[src/rtl/des_fp_stage.sv]
// des_fp_stage: DES output stage. Undoes the round-16 swap, applies the final
// permutation (IP^-1), buffers results in a 2-entry FIFO, and counts deliveries.
// Latency: a block accepted at edge N is on out_data with out_valid=1 in cycle N+1.
// Backpressure: in_ready = (count < 2), which is a function of state only.
// Ports:
//   clk, rst                 - clock and synchronous active-high reset
//   in_valid/in_ready        - input handshake for L16, R16 and in_tag
//   L16, R16                 - round-16 halves, in_tag = sideband tag
//   out_valid/out_ready      - output handshake for out_data and out_tag
//   out_data                 - 64-bit result, bit 63 = FIPS bit 1
//   blk_cnt                  - count of delivered blocks, wraps
module des_fp_stage #(
  parameter int TAG_W = 2,
  parameter int CNT_W = 16
) (
  input  logic             clk,
  input  logic             rst,
  input  logic             in_valid,
  output logic             in_ready,
  input  logic [31:0]      L16,
  input  logic [31:0]      R16,
  input  logic [TAG_W-1:0] in_tag,
  output logic             out_valid,
  input  logic             out_ready,
  output logic [63:0]      out_data,
  output logic [TAG_W-1:0] out_tag,
  output logic [CNT_W-1:0] blk_cnt
);

  // FIPS 46-3 IP^-1 table. Entry i is the FIPS bit position (1..64) of the
  // preoutput that lands at output FIPS position i+1.
  localparam int FP_TAB [64] = '{
    40, 8, 48, 16, 56, 24, 64, 32,
    39, 7, 47, 15, 55, 23, 63, 31,
    38, 6, 46, 14, 54, 22, 62, 30,
    37, 5, 45, 13, 53, 21, 61, 29,
    36, 4, 44, 12, 52, 20, 60, 28,
    35, 3, 43, 11, 51, 19, 59, 27,
    34, 2, 42, 10, 50, 18, 58, 26,
    33, 1, 41,  9, 49, 17, 57, 25
  };

  logic [63:0]      pre;
  logic [63:0]      fp_dat;
  logic [5:0]       src;

  logic [63:0]      mem_dat [2];
  logic [TAG_W-1:0] mem_tag [2];
  logic             wr_ptr;
  logic             rd_ptr;
  logic [1:0]       count;
  logic             push;
  logic             pop;

  // Swapping the halves back is the undo of the last round's exchange.
  assign pre = {R16, L16};

  // FIPS position p maps to vector bit 64-p.
  always_comb begin
    fp_dat = '0;
    src    = '0;
    for (int i = 0; i < 64; i++) begin
      src                 = 6'(64 - FP_TAB[i]);
      fp_dat[6'(63 - i)] = pre[src];
    end
  end

  assign in_ready  = (count < 2'd2);
  assign out_valid = (count != 2'd0);
  assign push      = in_valid && in_ready;
  assign pop       = out_valid && out_ready;

  // Head entry is a register; the pointer only moves on a pop, so the
  // presented block stays put while the consumer stalls.
  assign out_data = mem_dat[rd_ptr];
  assign out_tag  = mem_tag[rd_ptr];

  always_ff @(posedge clk) begin
    if (rst) begin
      // Storage is cleared too so out_data/out_tag read zero after reset.
      for (int i = 0; i < 2; i++) begin
        mem_dat[i] <= '0;
        mem_tag[i] <= '0;
      end
      wr_ptr  <= 1'b0;
      rd_ptr  <= 1'b0;
      count   <= 2'd0;
      blk_cnt <= '0;
    end else begin
      if (push) begin
        mem_dat[wr_ptr] <= fp_dat;
        mem_tag[wr_ptr] <= in_tag;
        wr_ptr          <= ~wr_ptr;
      end
      if (pop) begin
        rd_ptr  <= ~rd_ptr;
        blk_cnt <= blk_cnt + CNT_W'(1);
      end
      // Push and pop together at count 1 leave the occupancy unchanged.
      case ({push, pop})
        2'b10:   count <= count + 2'd1;
        2'b01:   count <= count - 2'd1;
        default: count <= count;
      endcase
    end
  end

endmodule

[config.mk]
export PLATFORM = sky130hd
export DESIGN_NAME = des_fp_stage
export DESIGN_NICKNAME = d
export VERILOG_FILES = /design/src/rtl/des_fp_stage.sv
export SDC_FILE = /design/constraint.sdc
export NUM_CORES = 1
export LEC_CHECK = 0
export ABC_AREA = 1
export CORE_MARGIN = 3
export CORE_UTILIZATION = 44
export DETAILED_ROUTE_END_ITERATION = 8
export PLACE_DENSITY_LB_ADDON = 0.05
export SKIP_LAST_GASP = 1
export SLEW_MARGIN = 15
export SYNTH_ARGS = -nofsm -noshare
export SYNTH_HDL_FRONTEND = slang
export SYNTH_SLANG_ARGS = --single-unit
[constraint.sdc]
create_clock -name clk -period 2.9 [get_ports clk]
set_input_delay 0.58 -clock clk [delete_from_list [all_inputs] [get_ports clk]]
set_output_delay 0.58 -clock clk [all_outputs]
set_load 0.05 [all_outputs]
==> qor.yml, run 1 <==
synth.largest_area_cell: "edfxtp_1"
yosys.cell_count.top_type: "nor2_1"
ys_warn_count: 0
syn2layout_area_growth_pct: 26.7
rsz_0062_raised_after_global_routing: "no"
timing.rr.start: "count[0]"
postSynth.asyncResetShare: 0
track_usage: 0.155
postCtsSetupBuffers: 0
post-route-period-util: 0.887
number_of_antenna_repair_diodes: 0
critical_path_peak_fanout: 34
dr.pass1.iters: 4
gr-total-overflow: 0
number_of_standard_cell_rows_in_the_floorplan: 34
cts_hold_buffers: 0
final.setup.tns_ns: 0
critical_path.startpoint_type: "register"
multi_input_comb_area_sq_um: 1280
synth_area_per_cell_sq_um: 10.5
required_ns: 2.32
post_synth_instance_area_sq_um: 4120
route.detailed.vias_per_inst: 4.67
tritoncts: "yes"
setup_viol_count_final: 0
maximum_ir_drop_on_the_vdd_rail_uv: 407
die_w_microns: 103
synth.area.top_cells: "edfxtp_1 50%, dfxtp_1 10%, mux2_2 9.3%"
drc: 0
synth-seq-area-share: 0.598
dp.final_hpwl_mm: 5.48
cts_max_path_buffers: 2
drt.antenna.violating_nets: 0
post_drt_wl_per_cell_microns: 13.4
final_net_count: 561
grt_antenna_before_repair: 0
post_synth_num_cell_types: 26
design.portCount: 154
clockRootBuffer: "clkbuf_8"
floorplan.die_area_sq_um: 10600
final_util: 0.587
hold_path_class: "register to register"
fmax_mhz: 389
drive_gt1_frac: 0.140
cts.sink_count: 89
yosys-top-cells-count: "91 x nor2_1, 68 x edfxtp_1, 54 x inv_1"
status: "complete, no violations"
max_cap_violations: 0
worstHoldStart: "rd_ptr"
report.final.slew_viol_count: 0
port-buffer-count: 89
route.vias.total: 2808
routed_wl_mm: 8.06
synth_top_cell_area_share: 0.496
static-leakage-power_uw: 0.00220
worstSkewPairLatency_ns: 0.34
cts-resized-gates: 0
hold_viol: 0
register_clock_pin_slew_on_the_reported_worst_setup_and_hold_paths_ns: 0.08
die-height_microns: 103
synth-edff-count: 68
critical_path.endpoint_type: "output port"
ys.flop_type: "edfxtp_1"
criticalPathCategory: "register to output port"
core-area_sq_um: 8890
clock-skew-final_ns: 0.0106
drc_violation_total_after_the_first_tritonroute_iteration: 94
worst_ep_arrival_time_ns: 1.99
grt_pass1_vias: 2704
worst_slew_pin_slew_ns: 0.546
slew_headroom: 0.635
powerDensity_nw_per_um2: 686
register_area_sq_um: 2460
synthesis.instances: 392
grt_start_max_net_pins: 35
finalWorstPathRequiredPeriod_ns: 2.57
initial_core_util: 0.463
ctsHtreeMaxLevel: 3
fill_cells: 755
cts-buffers-inserted: 9
ys_seq_elements: 89
grt_first_pass_wirelength_mm: 12.8
place.gp.congestion: 0.743
==> sequential cells by signal, indices dropped and copies added, names as in the netlist, named ones only <==
signal,cells
count,2
wr_ptr,1
mem_tag,4
rd_ptr,1
mem_dat,64
blk_cnt,16
==> cell families after synthesis <==
logic type,after synthesis,share of synthesized area
AOI/OAI and AO/OA,23,0.0286
adders and majority gates,2,0.00607
muxes,34,0.0930
DFF,89,0.598
xor gates and xnor gates,2,0.00425
and+or+nand+nor,143,0.148
other,1,0.000910
buffers and inverters,98,0.122
==> area by class of cell <==
| type | instances | share of cell area |
|---|---|---|
| Sequential cell | 89 | 0.472 |
| Tap cell | 108 | 0.0259 |
| Multi-Input combinational cell | 236 | 0.245 |
| Timing Repair Buffer | 99 | 0.188 |
| Clock inverter | 5 | 0.00647 |
| Clock buffer | 10 | 0.0245 |
| Inverter | 54 | 0.0388 |
==> placed cells by master, fill, tap and decap left out, drive strengths merged <==
master          n
nor2           96
clkdlybuf4s50  89
edfxtp         68
inv            54
mux2           34
conb           32
nand2          30
dfxtp          21
a21oi          13
nand3          11
clkbuf         10
buf            10
o21ai           9
clkinvlp        3
nand4           2
xor2            2
nor3            2
ha              2
clkinv          2
nand3b          1
nor4            1
a211oi          1
==> layer usage <==
metal,track usage,part of all wire
met1,0.208,0.46
met2,0.255,0.47
met4,0.0548,0.012
met5,0,0
met3,0.0264,0.059
==> critical path, cell delays in order (launching register included) <==
cell and delay [ns]:
dfxtp_2 0.34, buf_12 0.22, mux2_2 0.36, clkdlybuf4s50_1 0.73
==> report_power, final <==
| part | internal (uW) | switching [uW] |
|---|---|---|
| combinational | 436 | 848 |
| clock | 305 | 424 |
| sequential | 1520 | 50.2 |
| total | 2260 | 1320 |
==> worst paths after layout <==
path,to,slack (ns),cells past startpoint
worst max-delay path,out_data[1],0.33,3
worst min-delay path,register,0.45,1
worst max register to register,count[1],1.43,5
worst min register to register,register,0.45,1
==> metrics by stage <==
| step | instance area [sq um] | instances | worst slack [ns] | total power, uW | hold slack, ns |
|---|---|---|---|---|---|
| finish | 5220 | 601 | 0.327 | 3580 | 0.453 |
| global placement | 5060 | 586 | 0.587 | 2880 | 0.427 |
| global route | 5220 | 601 | 0.286 | 3740 | 0.477 |
| CTS | 5220 | 601 | 0.304 | 3620 | 0.452 |
| detailed placement | 5060 | 586 | 0.569 | 2890 | 0.439 |
| floorplan | 4240 | 423 | 0.505 | 2540 | 0.426 |
No activity file was read; power rests on OpenSTA's default activity.
==> run 2, diff against run 1 <==
- CORE_UTILIZATION: 44 -> 40
- PLACE_DENSITY: unset -> 0.84
- PLACE_DENSITY_LB_ADDON: 0.05 -> unset
- clock period: 2.9 -> 2.1 ns (I/O delays scaled with it)
==> run 2 against run 1 <==
Effect of this change: global-route usage shrank 0.14 points; highest routed layer unchanged; clock-buffer cell count grew 1; flip-flop and latch count is the same; clock skew grew 0.0020 ns; register-to-register slack lost 0.78 ns; die area grew 9.4%; power grew 57%; first-iteration DRC count shrank 19%.
==> qor.yml, run 2 (synthesized netlist as in run 1, its figures left out) <==
grt_first_pass_wirelength_mm: 13.7  # +7.5%
cts.sink_count: 89  # unchanged
ctsHtreeMaxLevel: 3  # unchanged
hold_path_class: "register to register"
path_cells: "clkdlybuf4s50_1"
routed.top_layer: "met4"
post_place_worst_slack_ns: 0.0963  # -0.472 ns
setup_viol_count_final: 0  # unchanged
worstSkewPairLatency_ns: 0.35  # about the same
core-area_sq_um: 9910  # +11%
floorplan.die_area_sq_um: 11600  # +9.4%
maximum_ir_drop_on_the_vdd_rail_uv: 705  # +73%
fmax_mhz: 495
route.detailed.vias_per_inst: 4.55  # -2.6%
route.vias.total: 2850  # +1.5%
sink_of_the_worst_hold_path: "rd_ptr"
static-leakage-power_uw: 0.00244  # +11%
dr.pass1.iters: 4  # unchanged
met2RoutedLength_mm: 4.32  # +13%
report.final.slew_viol_count: 0  # unchanged
totalPowerFinal_uw: 5610  # +57%
syn2layout_area_growth_pct: 37.6
critical_path.endpoint_type: "output port"
layout_top_registers: "mem_dat x64, blk_cnt x16, mem_tag x4"
slew_headroom: 0.657  # +0.0224
die-height_microns: 107  # +4.6%
powerDensity_nw_per_um2: 989  # +44%
initial_core_util: 0.416  # -0.0476
place.gp.congestion: 0.839  # +13%
drc_violation_total_after_the_first_tritonroute_iteration: 76  # -19%
number_of_antenna_repair_diodes: 0  # unchanged
gr-total-overflow: 0  # unchanged
port-buffer-count: 89  # unchanged
required_ns: 1.68  # -0.64 ns
registers.top_by_ff_count: "mem_dat"
route.met3.wl_microns: 717  # +51%
number_of_standard_cell_rows_in_the_floorplan: 36  # +5.9%
crit_family: "buffers and inverters"
largest_register_ffs: 64  # unchanged
reg2regPathDepth: 5  # unchanged
track_usage: 0.154  # -0.00142
clock-skew-final_ns: 0.0126  # +0.00201 ns
post_drt_wl_per_cell_microns: 13.9  # +3.5%
timing.rr.start: "count[0]"
final_net_count: 560  # -0.18%
die_w_microns: 107  # +4.6%
drt.antenna.violating_nets: 0  # unchanged
crit_slowest_cell: "clkdlybuf4s50_1"
post-route-period-util: 0.963
worst_hold_path.num_cells: 1  # unchanged
routed_wl_mm: 8.69  # +7.8%
finalWorstPathRequiredPeriod_ns: 2.02
setup.reg_to_reg.worst_slack_ns: 0.65  # -0.78 ns
worst_ep_arrival_time_ns: 1.60  # -0.39 ns
final.setup.tns_ns: 0  # unchanged
cts-buffers-inserted: 9  # unchanged
grt_antenna_before_repair: 0  # unchanged
critical_path_buf_inv_count: 1  # -1
cts_hold_buffers: 0  # unchanged
register_clock_pin_slew_on_the_reported_worst_setup_and_hold_paths_ns: 0.09  # about the same
grt_start_max_net_pins: 35  # unchanged
rsz_0062_raised_after_global_routing: "no"
critical_path_peak_fanout: 5  # -85%
worst_slew_pin_slew_ns: 0.512  # -0.0335 ns
grt_pass1_vias: 2875  # +6.3%
critical_path.max_stage_delay_ns: 0.84  # +0.11 ns
tritoncts: "yes"
status: "complete, no violations"
layout_common_cells: "91 x nor2_1, 68 x edfxtp_1, 54 x inv_1"
design.portCount: 154  # unchanged
worstHoldStart: "rd_ptr"
drive_gt1_frac: 0.207  # +0.0669
slack_of_the_critical_path_ns: 0.0784  # -0.248 ns
criticalPathCategory: "register to output port"
drc: 0  # unchanged
clockRootBuffer: "clkbuf_8"
routedLengthMet1_mm: 3.59  # -2.4%
timing.rr.end: "count[1]"
hold_viol: 0  # unchanged
critical_path.startpoint_type: "register"
cts_max_path_buffers: 2  # unchanged
dp.final_hpwl_mm: 6.02  # +9.9%
max_cap_violations: 0  # unchanged
most_common_cell_after_layout_fill_and_taps_aside: "nor2_1"
run 2: changes by cell type in the layout (fill, tap and decap cells not counted):
cell,before,now
dlymetal6s2s_1,0,2
dfxtp_2,1,0
bufinv_16,0,2
clkinv_4,1,0
clkinvlp_2,1,0
buf_4,9,6
clkbuf_1,1,2
buf_12,1,38
dlygate4sd2_1,0,1
clkdlybuf4s50_1,89,51
dfxtp_1,20,21
run 2: how the worst max path moves through the flow:
stage | start | endpoint | slack, ns | cells after the start
floorplan | count[1] | mem_dat[0][0] | 0.03 | 6
global placement | rst | mem_dat[1][4] | 0.15 | 5
detailed placement | rst | mem_dat[1][7] | 0.1 | 5
CTS | count[1] | in_ready | 0.001 | 2
global route | blk_cnt[1] | blk_cnt[1] | 0.005 | 1
finish | blk_cnt[1] | blk_cnt[1] | 0.08 | 1
run 2: metrics by stage:
| step | util | hold slack [ns] | cell area (sq um) | std cells |
|---|---|---|---|---|
| floorplan | - | 0.426 | 4240 | 423 |
| global placement | 0.550 | 0.435 | 5450 | 610 |
| detailed placement | 0.550 | 0.442 | 5450 | 610 |
| CTS | 0.572 | 0.456 | 5660 | 626 |
| global route | 0.572 | 0.482 | 5670 | 626 |
| finish | 0.572 | 0.458 | 5670 | 626 |
run 2: area by class of cell:
| cell class | instances | area (sq um) |
|---|---|---|
| flip-flops and latches | 89 | 2460 |
| repair buffers | 98 | 1350 |
| fillers | 825 | 4240 |
| inverters | 54 | 203 |
| multi-input cells | 236 | 1280 |
| clock inverters | 5 | 80.1 |
| well taps | 133 | 166 |
| clock buffers | 11 | 131 |
run 2: timing repair:
action | 4_1_cts | 5_1_grt
gates resized for setup | 1 | 2
endpoints found under the setup margin | 1 | 2
setup buffers | 0 | 0
run 2: power breakdown:
group | total (uW) | switching [uW] | internal [uW]
Sequential | 2170 | 75.9 | 2090
Clock | 1250 | 581 | 670
Combinational | 2190 | 1280 | 914
run 2: per-layer routing:
layer / vias up / global-route usage
met1: 1333 / 0.184
li1: 1395 / -
met5: - / 0
met4: 0 / 0.0406
met3: 6 / 0.0462
met2: 116 / 0.269
==> run 3, diff against run 2 <==
--- a/config.mk
+++ b/config.mk
@@ -8,3 +8,2 @@
 export ABC_AREA = 1
-export CORE_MARGIN = 3
 export CORE_UTILIZATION = 40
==> constraint.sdc (replaced) <==
create_clock -name clk -period 2.1 [get_ports clk]
set_input_delay 0.21 -clock clk [delete_from_list [all_inputs] [get_ports clk]]
set_output_delay 0.21 -clock clk [all_outputs]
set_load 0.05 [all_outputs]
==> run 3 against run 2 <==
Effect of this change: non-clock buffer count fell by 3; critical path type unchanged; maximum frequency rose by 3.3%; clock power fell by 15%; die area fell by 7.3%; global-route usage rose by 0.21 points; power fell by 4.0%.
==> qor.yml, run 3 (synthesized netlist as in run 1, its figures left out) <==
status: "complete, no violations"
worst_slew_pin_slew_ns: 0.510  # -0.00212 ns
cts_hold_buffers: 0  # unchanged
critical_path.max_stage_delay_ns: 0.79  # -0.05 ns
whs_ns: 0.467  # +0.00900 ns
layout_top_registers: "mem_dat x64, blk_cnt x16, mem_tag x4"
hold_path_class: "register to register"
maximum_ir_drop_on_the_vdd_rail_uv: 668  # -5.2%
post-route-period-util: 0.932  # -0.0308
post_dp_cell_area_sq_um: 5420  # -0.60%
final.setup.tns_ns: 0  # unchanged
number_of_standard_cell_rows_in_the_floorplan: 36  # unchanged
die_w_microns: 103  # -3.7%
grt_start_max_net_pins: 36  # +2.9%
grt_first_pass_wirelength_mm: 12.5  # -9.1%
syn2layout_area_growth_pct: 35.9
registers.top_by_ff_count: "mem_dat"
dr.pass1.iters: 4  # unchanged
setup_viol_count_final: 0  # unchanged
number_of_antenna_repair_diodes: 0  # unchanged
worst_ep_arrival_time_ns: 1.75  # +0.15 ns
final_net_count: 557  # -0.54%
gr-total-overflow: 0  # unchanged
critical_path.endpoint_type: "output port"
rsz_0062_raised_after_global_routing: "no"
clock-skew-final_ns: 0.00896  # -0.00368 ns
layout_common_cells: "91 x nor2_1, 68 x edfxtp_1, 55 x clkdlybuf4s50_1"
cts-buffers-inserted: 9  # unchanged
cts.sink_count: 89  # unchanged
path_cells: "nor2_2 > inv_1 > clkdlybuf4s50_1"
track_usage: 0.156  # +0.00213
post_drt_wl_per_cell_microns: 13.1  # -5.9%
route.detailed.vias_per_inst: 4.56  # about the same
route.met3.wl_microns: 597  # -17%
report.final.slew_viol_count: 0  # unchanged
max_cap_violations: 0  # unchanged
setup.reg_to_reg.worst_slack_ns: 0.66  # about the same
grt_pass1_vias: 2752  # -4.3%
critical_path.startpoint_type: "register"
design_area_sq_um: 5600  # -1.2%
postCtsSetupBuffers: 0  # unchanged
dp.final_hpwl_mm: 5.52  # -8.4%
design.portCount: 154  # unchanged
floorplan.die_area_sq_um: 10700  # -7.3%
most_common_cell_after_layout_fill_and_taps_aside: "nor2_1"
static-leakage-power_uw: 0.00239  # -2.2%
die-height_microns: 103  # -3.7%
crit_slowest_cell: "clkdlybuf4s50_1"
drt.antenna.violating_nets: 0  # unchanged
drc_violation_total_after_the_first_tritonroute_iteration: 84  # +11%
totalPowerFinal_uw: 5380  # -4.0%
fill_cells: 811  # -1.7%
post_place_worst_slack_ns: 0.225  # +0.128 ns
drive_gt1_frac: 0.202  # -0.00486
place.gp.congestion: 0.758  # -9.6%
ctsHtreeMaxLevel: 3  # unchanged
grt_antenna_before_repair: 0  # unchanged
met2RoutedLength_mm: 3.99  # -7.7%
core-area_sq_um: 9860  # -0.45%
largest_register_ffs: 64  # unchanged
register_clock_pin_slew_on_the_reported_worst_setup_and_hold_paths_ns: 0.09  # about the same
slew_headroom: 0.659  # +0.00142
worstSkewPairLatency_ns: 0.34  # about the same
required_ns: 1.89  # +0.21 ns
hold_viol: 0  # unchanged
tritoncts: "yes"
routed.top_layer: "met4"
powerDensity_nw_per_um2: 962  # -2.8%
routed_wl_mm: 8.14  # -6.3%
critical_path_peak_fanout: 6  # +1
port-buffer-count: 89  # unchanged
cts_max_path_buffers: 2  # unchanged
fmax_mhz: 511  # +3.3%
routedLengthMet1_mm: 3.52  # -1.9%
criticalPathCategory: "register to output port"
route.vias.total: 2838  # -0.42%
cts-resized-gates: 0  # -1
finalWorstPathRequiredPeriod_ns: 1.96  # -0.0648 ns
slack_of_the_critical_path_ns: 0.143  # +0.0648 ns
clockRootBuffer: "clkbuf_8"
initial_core_util: 0.418  # +0.00190
drc: 0  # unchanged
[run 3: changes by cell type in the layout (fill, tap and decap cells not counted), sizes merged, moves of 2 or more]
| cell | change |
|---|---|
| bufinv | -2 |
| inv | +3 |
| buf | -4 |
| clkbuf | -2 |
| dlymetal6s2s | -2 |
| clkinv | +2 |
| clkdlybuf4s50 | +4 |
[run 3: per-stage QoR]
stage           util  instances
6_report       0.568        623
5_1_grt        0.568        623
4_1_cts        0.568        623
3_5_place_dp   0.550        607
3_3_place_gp   0.550        607
2_1_floorplan      -        423
[run 3: area by class of cell]
type,instances,area (sq um),share of cell area
flip-flops and latches,89,2460,0.440
well taps,133,166,0.0297
inverters,54,203,0.0362
clock buffers,9,124,0.0221
multi-input cells,236,1280,0.228
repair buffers,95,1310,0.235
clock inverters,7,53.8,0.00961
[run 3: per-layer routing]
layer | track usage | vias up
met2 | 0.283 | 114
met3 | 0.0444 | 4
met5 | 0 | -
met4 | 0.0466 | 0
met1 | 0.177 | 1326
li1 | - | 1394
[run 3: path summary, 6_finish.rpt]
| kind | startpoint | to | depth (start not counted) |
|---|---|---|---|
| worst max-delay path | count[0] | out_valid | 3 |
| worst max register to register | count[1] | mem_dat[0][28] | 6 |
| worst min register to register | rd_ptr | rd_ptr | 1 |
| worst min-delay path | rd_ptr | rd_ptr | 1 |
[run 3: critical path: cells and delay by family (launching register included)]
family        cells  cell delay (ns)
flops             1             0.44
buf+inv           2             0.86
simple gates      1             0.11
[run 3: report_power, final]
group / switching [uW] / internal, uW / leakage, uW
clock network: 616 / 443 / 0.0000896
logic: 1260 / 901 / 0.00142
registers: 72.6 / 2090 / 0.000882
total: 1950 / 3440 / 0.00239
